File: src/rtl/softusb_dbgport_if.sv
// softusb_dbgport_if
// navre I/O bus bundle seen by the debug port.
//   io_re : read strobe (CPU -> port)
//   io_we : write strobe (CPU -> port)
//   io_a  : 6-bit I/O address (CPU -> port)
//   io_do : write data (CPU -> port)
//   io_di : registered read data (port -> CPU)
interface softusb_dbgport_if;
    logic       io_re;
    logic       io_we;
    logic [5:0] io_a;
    logic [7:0] io_do;
    logic [7:0] io_di;

    modport master (output io_re, output io_we, output io_a, output io_do, input io_di);
    modport slave  (input io_re, input io_we, input io_a, input io_do, output io_di);
endinterface

File: src/rtl/softusb_dbgport.sv
// softusb_dbgport
// Firmware debug port: the navre CPU writes bytes into a small FIFO that a
// host drains through a valid/ready stream. It also carries a sticky
// overflow flag and an end-of-test "done" flag.
// Register map (io_a[1:0] once io_a[5:2] matches io_base[5:2]):
//   0 DATA   : write pushes a byte, read returns the head byte (no pop)
//   1 STATUS : {done, 4'b0, ovf, empty, full}, read-only
//   2 CTRL   : 8'hFE sets done, 8'h00 clears done,
//              otherwise bit0 clears ovf and bit1 flushes the FIFO
//   3 LEVEL  : occupancy zero-extended to 8 bits, read-only
// Ports:
//   clk, rst_n    : clock, asynchronous active-low reset
//   io            : navre I/O bus (slave side)
//   out_data      : FIFO head byte, out_valid : FIFO non-empty
//   out_ready     : host accepts the head byte this cycle
//   level         : FIFO occupancy, done : firmware end-of-test flag
module softusb_dbgport #(
    parameter int          depth_log2 = 4,
    parameter logic [5:0]  io_base    = 6'h00
) (
    input  logic                  clk,
    input  logic                  rst_n,
    softusb_dbgport_if.slave      io,
    output logic [7:0]            out_data,
    output logic                  out_valid,
    input  logic                  out_ready,
    output logic [depth_log2:0]   level,
    output logic                  done
);

    localparam int                  depth_c   = 1 << depth_log2;
    localparam logic [depth_log2:0] full_c    = (depth_log2+1)'(depth_c);
    localparam logic [depth_log2:0] lvl_one_c = (depth_log2+1)'(1'b1);
    localparam logic [depth_log2-1:0] ptr_one_c = depth_log2'(1'b1);

    logic [7:0]            mem_r [depth_c];
    logic [depth_log2-1:0] wr_ptr_r;
    logic [depth_log2-1:0] rd_ptr_r;
    logic [depth_log2:0]   level_r;
    logic                  ovf_r;
    logic                  done_r;
    logic [7:0]            io_di_r;

    logic       sel_s;
    logic       empty_s;
    logic       full_s;
    logic       pop_s;
    logic       push_s;
    logic       drop_s;
    logic       flush_s;
    logic       clr_ovf_s;
    logic       set_done_s;
    logic       clr_done_s;
    logic [7:0] level8_s;
    logic [7:0] rd_data_s;

    assign out_data  = mem_r[rd_ptr_r];
    assign out_valid = ~empty_s;
    assign level     = level_r;
    assign done      = done_r;
    assign io.io_di  = io_di_r;

    // Address decode, FIFO handshake qualification and CTRL command decode.
    always_comb begin
        sel_s      = (io.io_a[5:2] == io_base[5:2]);
        empty_s    = (level_r == '0);
        full_s     = (level_r == full_c);
        pop_s      = out_ready & ~empty_s;
        push_s     = 1'b0;
        drop_s     = 1'b0;
        flush_s    = 1'b0;
        clr_ovf_s  = 1'b0;
        set_done_s = 1'b0;
        clr_done_s = 1'b0;
        if (io.io_we && sel_s) begin
            case (io.io_a[1:0])
                2'd0: begin
                    // A full FIFO only takes a byte when a pop frees a slot.
                    push_s = ~full_s | pop_s;
                    drop_s = full_s & ~pop_s;
                end
                2'd2: begin
                    if (io.io_do == 8'hFE) begin
                        set_done_s = 1'b1;
                    end else if (io.io_do == 8'h00) begin
                        clr_done_s = 1'b1;
                    end else begin
                        clr_ovf_s = io.io_do[0];
                        flush_s   = io.io_do[1];
                    end
                end
                default: begin
                    push_s = 1'b0;
                end
            endcase
        end else begin
            push_s = 1'b0;
        end
    end

    // Read-data mux; undecoded cycles return zero so io_di can be OR-ed.
    always_comb begin
        level8_s                 = 8'h00;
        level8_s[depth_log2:0]   = level_r;
        rd_data_s                = 8'h00;
        if (io.io_re && sel_s) begin
            case (io.io_a[1:0])
                2'd0:    rd_data_s = out_data;
                2'd1:    rd_data_s = {done_r, 4'b0000, ovf_r, empty_s, full_s};
                2'd2:    rd_data_s = 8'h00;
                2'd3:    rd_data_s = level8_s;
                default: rd_data_s = 8'h00;
            endcase
        end else begin
            rd_data_s = 8'h00;
        end
    end

    // FIFO storage; contents are deliberately left unreset.
    always_ff @(posedge clk) begin
        if (push_s && !flush_s) begin
            mem_r[wr_ptr_r] <= io.io_do;
        end
    end

    // Pointers, occupancy, flags and registered read data.
    always_ff @(posedge clk or negedge rst_n) begin
        if (!rst_n) begin
            wr_ptr_r <= '0;
            rd_ptr_r <= '0;
            level_r  <= '0;
            ovf_r    <= 1'b0;
            done_r   <= 1'b0;
            io_di_r  <= 8'h00;
        end else begin
            io_di_r <= rd_data_s;
            if (flush_s) begin
                wr_ptr_r <= '0;
                rd_ptr_r <= '0;
                level_r  <= '0;
            end else begin
                if (push_s) begin
                    wr_ptr_r <= wr_ptr_r + ptr_one_c;
                end else begin
                    wr_ptr_r <= wr_ptr_r;
                end
                if (pop_s) begin
                    rd_ptr_r <= rd_ptr_r + ptr_one_c;
                end else begin
                    rd_ptr_r <= rd_ptr_r;
                end
                case ({push_s, pop_s})
                    2'b10:   level_r <= level_r + lvl_one_c;
                    2'b01:   level_r <= level_r - lvl_one_c;
                    default: level_r <= level_r;
                endcase
            end
            if (drop_s) begin
                ovf_r <= 1'b1;
            end else if (clr_ovf_s) begin
                ovf_r <= 1'b0;
            end else begin
                ovf_r <= ovf_r;
            end
            if (set_done_s) begin
                done_r <= 1'b1;
            end else if (clr_done_s) begin
                done_r <= 1'b0;
            end else begin
                done_r <= done_r;
            end
        end
    end

endmodule
File: src/flat_wrapper.sv
// flat-port wrapper written by rule: the top's interface ports become plain ports
module softusb_dbgport_flat 
#(
    parameter int          depth_log2 = 4,
    parameter logic [5:0]  io_base    = 6'h00
)
  (clk, rst_n, out_data, out_valid, out_ready, level, done, io_io_re, io_io_we, io_io_a, io_io_do, io_io_di);
  softusb_dbgport_if io_i ();
  input  logic clk;
  input  logic rst_n;
  output logic [7:0] out_data;
  output logic out_valid;
  input  logic out_ready;
  output logic [depth_log2:0] level;
  output logic done;
  input wire logic [$bits(io_i.io_re)-1:0] io_io_re;
  input wire logic [$bits(io_i.io_we)-1:0] io_io_we;
  input wire logic [$bits(io_i.io_a)-1:0] io_io_a;
  input wire logic [$bits(io_i.io_do)-1:0] io_io_do;
  output wire logic [$bits(io_i.io_di)-1:0] io_io_di;
  assign io_i.io_re = io_io_re;
  assign io_i.io_we = io_io_we;
  assign io_i.io_a = io_io_a;
  assign io_i.io_do = io_io_do;
  assign io_io_di = io_i.io_di;
  softusb_dbgport #(.depth_log2(depth_log2), .io_base(io_base)) u_core (.clk(clk), .rst_n(rst_n), .io(io_i), .out_data(out_data), .out_valid(out_valid), .out_ready(out_ready), .level(level), .done(done));
endmodule
File: config.mk
export PLATFORM = sky130hd
export DESIGN_NAME = softusb_dbgport_flat
export DESIGN_NICKNAME = d
export VERILOG_FILES = /design/src/rtl/softusb_dbgport_if.sv /design/src/rtl/softusb_dbgport.sv /design/src/flat_wrapper.sv
export SDC_FILE = /design/constraint.sdc
export NUM_CORES = 1
export LEC_CHECK = 0
export CAP_MARGIN = 20
export CORE_MARGIN = 4
export CORE_UTILIZATION = 30
export DETAILED_ROUTE_END_ITERATION = 8
export GPL_TIMING_DRIVEN = 0
export PLACE_DENSITY_LB_ADDON = 0.3
export SETUP_SLACK_MARGIN = 0.2
export SLEW_MARGIN = 40
export SYNTH_ARGS = -nofsm -noshare
export SYNTH_HDL_FRONTEND = slang
export SYNTH_SLANG_ARGS = --single-unit
File: constraint.sdc
create_clock -name clk -period 3.7 [get_ports clk]
set_clock_uncertainty 0.15 [all_clocks]
set_input_delay 0.925 -clock clk [delete_from_list [all_inputs] [get_ports clk]]
set_output_delay 0.925 -clock clk [all_outputs]
set_load 0.02 [all_outputs]
* Word-level counts from Yosys, hierarchy flattened *
Memory sizes are Yosys's and may differ from the RTL's.
Index checks and enable logic that the tools add are counted.

storage, ports and cells
  register bits after elaboration = 23
  latch bits = 0
  memory bits (writable) = 128
  bits in read-only memories = 0
  input port bits = 19
  output and inout port bits = 23
  word-level logic and storage cells = 70
  memories = 1

memories
  memory        words  width  read ports  clocked after memory_dff  wr ports  line                   text
  u_core.mem_r  16     8      1           0                         1         softusb_dbgport.sv:36  logic [7:0] mem_r [depth_c];

cells by class
  add/subtract/negate cells = 4
  multiply operators = 0
  divide/modulo/power cells = 0
  magnitude comparators = 0
  equality and inequality tests = 7
  shift-type cells = 0
  mux-type cells = 33
  bitwise logic cells = 6
  reductions and logical operators = 13

operators by type and width
  cell                                                                   count
  8-bit one-hot mux with 4 select lines                                  1
  1-bit two-way mux                                                      25
  4-bit two-way mux                                                      4
  5-bit one-hot mux with 2 select lines                                  1
  4-bit by 1-bit adder with 4-bit output, second input constant          2
  8-bit equality test, second input constant                             1
  8-bit zero test                                                        1
  8-bit two-way mux                                                      1
  2-bit nonzero test                                                     4
  2-bit equality test, second input constant                             3
  5-bit by 1-bit adder with 5-bit output, second input constant          1
  5-bit equality test, second input constant                             1
  5-bit zero test                                                        1
  5-bit two-way mux                                                      1
  5-bit by 1-bit subtractor with 5-bit output, second input constant     1
  2-bit by 1-bit equality test with 1-bit output, second input constant  2
  4-bit zero test                                                        1
  1-bit logical AND                                                      3
  1-bit NOT                                                              3
  3-bit nonzero test                                                     1
  1-bit AND                                                              2
  2-bit zero test                                                        1
  1-bit zero test                                                        1
  1-bit OR                                                               1

* Longest topological paths before layout *
Gate-level depths: netlist of the first run.

  word-level depth = 9
  depth in mapped cells = 13
  mapped depth without buffers = 10

* Least setup slack after synthesis of the first run *
Ideal clock, no wire load.

  kind = input to register
  from = input io_io_a[3]
  to = register u_core.level_r[4], in the netlist u_core.level[4]
  setup time = 79 ps
  data arrival time = 3,198 ps
  data required time = 3,471 ps
  slack = 272 ps
  stages = 11
  path buffers = 1
  cell sequence = nor4_2 o2111a_1 inv_2 buf_6 ha_1 xor2_1 ha_1 a21oi_1 mux2i_1 or4_1 a21oi_1

between the ends
  word-level cells in the longest chain between the ends = 6
  elaborated cells on any way between the ends = 9
  those cells by class = 2 x eq/ne; 4 x mux; 3 x reduce/logical

RTL lines
  what                                                                                   line                    text
  from (decl)                                                                            flat_wrapper.sv:18      input wire logic [$bits(io_i.io_a)-1:0] io_io_a;
  4-bit zero test *                                                                      softusb_dbgport.sv:65   sel_s = (io.io_a[5:2] == io_base[5:2]);
  1-bit logical AND *                                                                    softusb_dbgport.sv:75   if (io.io_we && sel_s) begin
  1-bit two-way mux                                                                      softusb_dbgport.sv:75
  2-bit by 1-bit equality test with 1-bit output or 2-bit equality test (tied branches)  softusb_dbgport.sv:152  case ({push_s, pop_s})
  5-bit one-hot mux with 2 select lines                                                  softusb_dbgport.sv:152
  5-bit two-way mux                                                                      softusb_dbgport.sv:137  if (flush_s) begin
  to (signal assigned)                                                                   softusb_dbgport.sv:153  2'b10: level_r <= level_r + lvl_one_c;
  to (signal assigned)                                                                   softusb_dbgport.sv:154  2'b01: level_r <= level_r - lvl_one_c;
  to (signal assigned)                                                                   softusb_dbgport.sv:155  default: level_r <= level_r;
  to (decl)                                                                              softusb_dbgport.sv:39   logic [depth_log2:0] level_r;

Mark *: on every way between the ends. The rest lies on a longest branch, timed or not.
A chain may end at the register's enable or synchronous reset.

* Final worst setup path of the first run *
  from = register u_core.rd_ptr_r[0]
  to = output out_data[6]

between the ends
  word-level cells in the longest chain between the ends = 1

RTL lines
  what                    line                    text
  from (decl)             softusb_dbgport.sv:38   logic [depth_log2-1:0] rd_ptr_r;
  from (signal assigned)  softusb_dbgport.sv:148  rd_ptr_r <= rd_ptr_r + ptr_one_c;
  from (signal assigned)  softusb_dbgport.sv:150  rd_ptr_r <= rd_ptr_r;
  memory 16 x 8 bit       -
  to (decl)               flat_wrapper.sv:11      output logic [7:0] out_data;

Every way passes these cells.

==> results of run 1 <==
-- power groups by stage --
stage / Sequential, W / Clock (W) / Combinational, W
floorplan: 0.00202 / 0 / 0.00113
global placement: 0.00200 / 0 / 0.00181
detailed placement: 0.00200 / 0 / 0.00182
CTS: 0.00197 / 0.00181 / 0.00192
global route: 0.00198 / 0.00190 / 0.00221
finish: 0.00197 / 0.00178 / 0.00208
-- logic make-up after synthesis --
family                     Yosys count
DFF                                151
and+or+nand+nor                     85
AOI/OAI and AO/OA                   44
muxes                               43
buffers and inverters               32
adders and majority gates            8
xor gates and xnor gates             6
-- through the flow --
| step | power (W) | std cells | hold WS, ns | TNS (ns) |
|---|---|---|---|---|
| floorplan | 0.00315 | 369 | 0.350 | 0 |
| global placement | 0.00381 | 680 | 0.393 | -36.14 |
| detailed placement | 0.00382 | 688 | 0.398 | -4.44 |
| CTS | 0.00571 | 727 | 0.342 | 0 |
| global route | 0.00609 | 735 | 0.368 | 0 |
| finish | 0.00583 | 735 | 0.345 | 0 |
-- cell usage in the layout (no fill, tap or decap), types with 4 or more instances in the layout --
cell type,synthesis,final
buf_6,3,9
dfrtp_1,23,23
edfxtp_1,128,128
clkbuf_16,0,19
nor2_1,20,16
clkdlybuf4s50_1,0,31
a21oi_1,11,10
buf_2,9,16
mux4_2,34,34
nor4_2,1,4
xor2_1,6,6
nor2b_1,5,4
buf_4,2,15
nor2_2,0,4
a22oi_2,0,4
ha_1,8,7
nand3_1,17,15
mux2i_1,7,7
o21ai_0,8,7
inv_1,9,9
clkbuf_1,7,7
and2_1,10,10
nand2_1,11,11
a221oi_1,4,4
-- critical path, stage by stage, from the launching register on --
cell	delay, ns
dfrtp_1	0.44
buf_6	0.17
buf_12	0.14
mux4_2	0.53
mux4_2	0.54
buf_6	0.16
-- path summary, 6_finish.rpt --
kind	end	slack [ns]
max in group asynchronous	u_core.wr_ptr_r[0]	2.68
worst max register to register	u_core.level[4]	0.30
worst max-delay path	out_data[6]	0.23
min in group clk	u_core.ovf_r	0.42
worst min register to register	u_core.ovf_r	0.42
worst min-delay path	u_core.level[0]	0.34
-- synth_stat cells (8+ instances only) --
| cell type | number |
|---|---|
| inv_1 | 9 |
| buf_2 | 9 |
| ha_1 | 8 |
| and2_1 | 10 |
| o21ai_0 | 8 |
| edfxtp_1 | 128 |
| nor2_1 | 20 |
| dfrtp_1 | 23 |
| mux4_2 | 34 |
| nand3_1 | 17 |
| a21oi_1 | 11 |
| nand2_1 | 11 |
-- flip-flops by register name, summed over array words and instances, names as in the netlist --
signal,count
u_core.ovf_r,1
u_core.rd_ptr_r,4
u_core.wr_ptr_r,4
u_core.level,5
u_core.mem_r,128
u_core.io.io_di,8
u_core.done,1
-- cell type report --
class	instances	area, um2	area share (%)
sequential	151	4420	55.2
multi-input combinational	186	1840	23.0
timing repair buffer	64	577	7.20
clock buffer	19	443	5.53
tap	270	338	4.22
buffer	22	186	2.33
clock inverter	13	169	2.11
inverter	10	37.5	0.469
-- metal layers --
metal	track usage, %	routed length [um]
met5	0	0
met4	4.88	263
met2	21.5	7460
met1	16.6	6470
met3	3.59	818
-- repair_timing --
| item | in CTS | in global routing |
|---|---|---|
| setup buffers | 7 | 6 |
| pin swaps | 4 | 3 |
| cloned | 0 | 2 |
| endpoints found under the setup margin | 10 | 10 |
| gates resized for setup | 54 | 15 |
==> out/results.txt, run 1 <==
The flow ran to the end, and the final reports show no timing, DRC or antenna violations. Clock-pin slew was measured on the worst setup and hold paths at 0.06 ns. Total power per unit cell area: 728 nW/um2.

The logs give 308 uV for the largest voltage drop on the vdd net and 0 for the antenna violation net count after detailed routing. Across all layers, the routed design uses 3676 vias. The logic gate share of total power was 35.6%; the count of flip-flops with a built-in enable after synthesis was 128. Each instance of the synthesized netlist takes up on average 17.2 um2.

Startpoint of the worst register-to-register path: u_core.level[3]. Compared with the post-synthesis result, the final layout area differs by 26.5%. The run gives 479 as the layout net count.

Hold repair after CTS inserted 0 buffers. The sequential fraction of design power is 33.8%, and the utilization of the core after routing is 39.1%. For this design the total switching power over the nets is 0.00184 W. For the pin with the worst max-slew slack, the measured transition is 0.756 ns.

For the TritonCTS buffer count, the log shows 17. The die is 153 um wide. In this run the cell area of the synthesized design comes to 6330 um2.

The Yosys step of the flow raised 0 warnings. The via count of the first global-routing pass was 3840. Setup repair after global routing could not meet its margin everywhere.

The clock drives 151 sinks. The simple logic cell fraction of the synthesized area was 6.99%. The post-detailed-route wirelength per cell works out to 20.4 um. For the worst setup slack after layout, the log shows 0.231 ns. For the final-report max-slew violation count, the log shows 0. Ranked by total cell area, the synthesized netlist is headed by edfxtp_1 (61%), mux4_2 (12%), dfrtp_1 (9.1%), ha_1 (1.6%), nand3_1 (1.3%).

Sequential cells were found to cover 69.8% of the synthesized design area. The detailed router's first-iteration violation count is 345. The routed design could run at a clock period as short as 3.47 ns. Summed over all layers, the global routing overflow is 0. Of the available clock period, the critical path in the final layout requires 93.8%.

The detailed-routing iteration count for the pre-antenna-repair pass is 5. Buffers placed on the I/O ports in this run total 41. Data on the critical path arrives at its endpoint at 2.39 ns. The tools report the initial antenna violation count as 0. Main combinational cell family by area after synthesis: multiplexers. Summing the areas of all fa, ha and maj instances in the mapped netlist gives 1.58% of the synthesized area. The tools report the floorplan core area as 20500 um2. The tools report the number of distinct library cells after synthesis as 43.

Across the run, the number of max-cap violations was 0. At the later pin of the worst-skew pair, clock insertion delay measures 0.42 ns. The clock tree synthesis step divided the H-tree into 4 levels. The final number of hold-violating endpoints came out at 0. Multiplexer cells account for 13.6% of the synthesized area.

42 I/O pins were placed. The fraction of layout instances using a drive strength above 1 works out to 29.2%. Summing the areas of all compound-gate instances in the mapped netlist gives 4.70% of the synthesized area.

Entering global routing, the biggest net connects 24 pins. In this run the vertical extent of the chip is 153 um. TritonCTS built the clock tree.

For this run, asynchronously set or reset flops after synthesis account for 15.2%. The HPWL after detailed placement is 10100 um. The number of antenna cells inserted was 0; the xor/xnor cell area share of the yosys netlist was 0.830%. For the synthesized net count, the log shows 396. Of the total power, the share spent switching nets is 31.6%. The number of cell rows is 52.

In this run the static leakage power is 2.76 nW. For this run, the leading register cell type out of synthesis is edfxtp_1. Worst hold path class: in -> async.

The path type of the worst setup path is reg -> out. The clock passes through at most 2 buffers. At the end of routability-driven placement, the weighted congestion stood at 0.794. The initial utilization of the core area, before any placement, comes to 30.9%.

The biggest area contributor in the post-synthesis netlist is edfxtp_1. For the worst setup path, the data required time is 2.62 ns. The die covers 23500 um2.

The portion of synthesized cell area occupied by the leading cell type is 60.7%, and the flop and latch count out of synthesis is 151. For this block, the routed nets add up to 15000 um of wire. Of all nets on the critical path, the largest fanout is 6. The internal power of the cells totals 0.00399 W. Synthesis produced 369 cells. Setup violations remaining at the end of the flow were counted as 0. The worst reg2reg path depth is 12. For the number of inserted filler cells in the final layout, the log shows 1864. The run gives 13.1% as the overall routing resource usage. The most critical setup path has its startpoint at u_core.rd_ptr_r[0]. Type of element launching the critical path: a flop.

The clock network is responsible for 30.6% of the overall power. The tools report the kind of capture point of the worst setup path as an output port. The logs give 49.4% for the worst-case headroom to the max-slew limit and 7150 um2 for the standard cell area after detailed placement.

The tools report the root buffer cell as clkbuf_16. Once layout is done, the placed cells without fillers occupy 8010 um2. In the routed layout, each cell is associated on average with a via count of 5.00.

In the routed design, unresolved DRC markers number 0. The first global-routing pass estimated 22900 um of wire. At the placement stage, the worst setup path has a slack of -0.528 ns.

The run gives 288 MHz as the achievable frequency.
Power figures use the tool's default switching activity.
==> run 2, diff against run 1 <==
--- a/config.mk
+++ b/config.mk
@@ -7,7 +7,7 @@
 export LEC_CHECK = 0
 export CAP_MARGIN = 20
 export CORE_MARGIN = 4
-export CORE_UTILIZATION = 30
+export CORE_UTILIZATION = 55
 export DETAILED_ROUTE_END_ITERATION = 8
 export GPL_TIMING_DRIVEN = 0
 export PLACE_DENSITY_LB_ADDON = 0.3
==> run 2 against run 1 <==
- combinational power fell by 3%
- die area fell by 43%
- sequential power barely moved
- global-route usage rose by 9.6 points
- first-iteration DRC count rose by 26%
- critical path type unchanged
- largest power group unchanged
==> out/results.txt, run 2 (synthesis gave the netlist of run 1 again) <==
The library cells used most frequently in the layout, excluding fill and tap cells, are edfxtp_1 (128), mux4_2 (34), clkdlybuf4s50_1 (31). The overall routing resource usage came out at 22.7%. Among the stages of the critical path, the cell type that occurs most often is mux4_2.

The run gives 0.00563 W as the power consumption. In the final layout, the multi-input gates occupy 1830 um2. After clock tree synthesis, the clock-pin slew on the worst setup and hold paths is 0.06 ns. The pin count of the biggest net entering global routing came out at 24. For this design the static power due to leakage is 2.73 nW. In this design, the stage delay of the slowest critical-path cell is 0.54 ns. For this design, the slowest cell found on the critical path is mux4_2. The flow ran to the end, and the final reports show no timing, DRC or antenna violations. Cells with a size suffix above 1 make up 28.2% of the layout.

The utilization of the core after routing was 70.6%; the final global-route overflow total was 0. Counting the fill cells in the layout gives 682. Clock latency on the worst-skew pair, taken at its later pin, is 0.42 ns. The path type of the worst setup path is reg -> out. The congestion estimate from routability-driven global placement came to 0.828. The floorplan die width was 115 um; the worst setup slack after layout was 0.279 ns.

The most frequent standard cell in the layout excluding fill and tap cells was edfxtp_1. The number of buffers inserted by port buffering is 41, and the TritonCTS buffer count is 17. The family with the most delay on the worst path is multiplexers.

Number of design rule violations left after detail routing: 0. Launching element of the worst setup path: u_core.rd_ptr_r[0]. The finished cells cover 7780 um2. IR analysis of the VDD net gives a maximum drop of 474 uV.

The count of pins on the block boundary was 42. The tools report the via count of the first global-routing pass as 3725. The maximum buffer depth of the clock tree was 2. The run gives 0 as the initial antenna violation count. The detailed-routing iteration count for the pre-antenna-repair pass was 7; the average vias per placed instance was 6.22.

CTS built an H-tree with a depth of 4. Once detail routing completed, the nets flagged for antenna violations numbered 0. The number of clock sinks seen by CTS came out at 151.

Summed over all nets, the half-perimeter wirelength after detailed placement is 9290 um. The register with the most flip-flops in the layout has 128 of them. The overall die area was 13300 um2. The combined buffer and inverter count along the critical path is 3, and the effective utilization at floorplan is 57.4%. Walking the worst path, the cells encountered are buf_6 > buf_12 > mux4_2 > mux4_2 > buf_4.

The layout overhead on the synthesized area works out to 22.9%. The tools report the global-route wire length before repair as 21600 um. The final-report max-slew violation count came out at 0.

The run gives 2.35 ns as the data arrival time of the worst path. The first routing iteration left 436 violations. Hold timing on the final database bottoms out at a slack of 0.329 ns. The count of vias placed by the detailed router is 3763. The final layout contains 479 nets. The repair_antennas step left the layout with diodes totalling 0. TritonCTS built the clock tree. The count of hold-fix buffers inserted at cts was 0. The placed instances occupy a cell area of 6980 um2. Pin slew with the least headroom to its limit: 0.804 ns. The startpoint identified for the worst register-to-register timing path is u_core.level[1]. In this run the worst hold path is classified as in -> async. Across the whole layout, storage elements account for 4420 um2.

Data on the critical path is required at its endpoint by 2.62 ns. The highest fanout seen on the critical path is 5, and the routed wire length is 14100 um. The register ranked first by flip-flop count is u_core.mem_r. Timing would allow up to 292 MHz. The tools report the floorplan core area as 11000 um2. The tools report the final number of hold-violating endpoints as 0.

The die height was 115 um; the number of cell rows was 38. The post-detailed-route wirelength per cell is 23.3 um. The tools report the type of element launching the critical path as a flop. Setup repair after global routing left no endpoint under its margin. The worst path needs 3.42 ns of the cycle, external delays included.

For the number of setup violations in the final report, the log shows 0. The total power per unit cell area is 723 nW/um2. The logs give 0 for the number of max-cap violations and 46.2% for the worst-case headroom to the max-slew limit.

The worst setup path is captured at an output port. The tree is rooted in a clkbuf_16. Before CTS, the worst setup slack after placement is -0.451 ns. The worst path uses 92.5% of the clock period.
run 2: cell count changes in the layout (fill, tap and decap cells not counted), sizes merged:
cell and delta:
clkbuf -3, buf +1, clkinv +2, clkinvlp +1
bufinv -2, inv +1
run 2: area by class of cell:
| cell class | instances | area share (%) |
|---|---|---|
| Inverter | 10 | 0.482 |
| Timing Repair Buffer | 64 | 7.27 |
| Clock inverter | 15 | 1.85 |
| Sequential cell | 151 | 56.8 |
| Multi-Input combinational cell | 186 | 23.5 |
| Clock buffer | 17 | 5.47 |
| Buffer | 22 | 2.40 |
| Tap cell | 140 | 2.25 |
run 2: routing by layer:
metal  global-route usage [%]  wire length, um  vias to the layer above  part of all wire (%)
li1                         -                -                     1635                     -
met1                     31.1             5650                     1888                    40
met2                     34.3             6790                      207                    48
met3                     6.68             1270                       33                   9.0
met4                     9.78              373                        0                   2.6
met5                        0                0                        -                     0
run 2: power by group:
group / internal [W] / switching, W
Combinational: 0.000974 / 0.00104
Sequential: 0.00191 / 0.0000598
Clock: 0.000938 / 0.000708
Total: 0.00382 / 0.00181
run 2: worst reg2reg max path, cell delays in order, from the launching register on:
cell,delay (ns)
dfrtp_1,0.39
buf_2,0.18
or4_1,0.48
buf_2,0.17
o2111a_2,0.30
inv_2,0.08
buf_6,0.16
ha_4,0.19
xor2_1,0.14
ha_1,0.20
a21o_1,0.12
a21oi_1,0.08
or4_1,0.48
a21oi_1,0.16
run 2: worst paths after layout:
check	end	slack [ns]	cells after the start
min in group clk	u_core.wr_ptr_r[0]	0.42	1
worst max register to register	u_core.level[4]	0.34	13
worst max-delay path	out_data[6]	0.28	5
worst min register to register	u_core.wr_ptr_r[0]	0.42	1
max in group asynchronous	u_core.io.io_di[4]	2.71	1
worst min-delay path	u_core.wr_ptr_r[0]	0.33	1
run 2: stage by stage:
step | std cells | setup TNS (ns)
floorplan | 369 | 0
global placement | 550 | -31.07
detailed placement | 558 | -3.94
CTS | 594 | 0
global route | 605 | 0
finish | 605 | 0
run 2: what timing repair did:
action                                  in CTS  in global routing
gates cloned                                 0                  2
pin swaps                                    1                  3
endpoints found under the hold margin        0                  0
gates resized for setup                     50                 16
setup buffers                                4                  9
endpoints found under the setup margin      10                  9
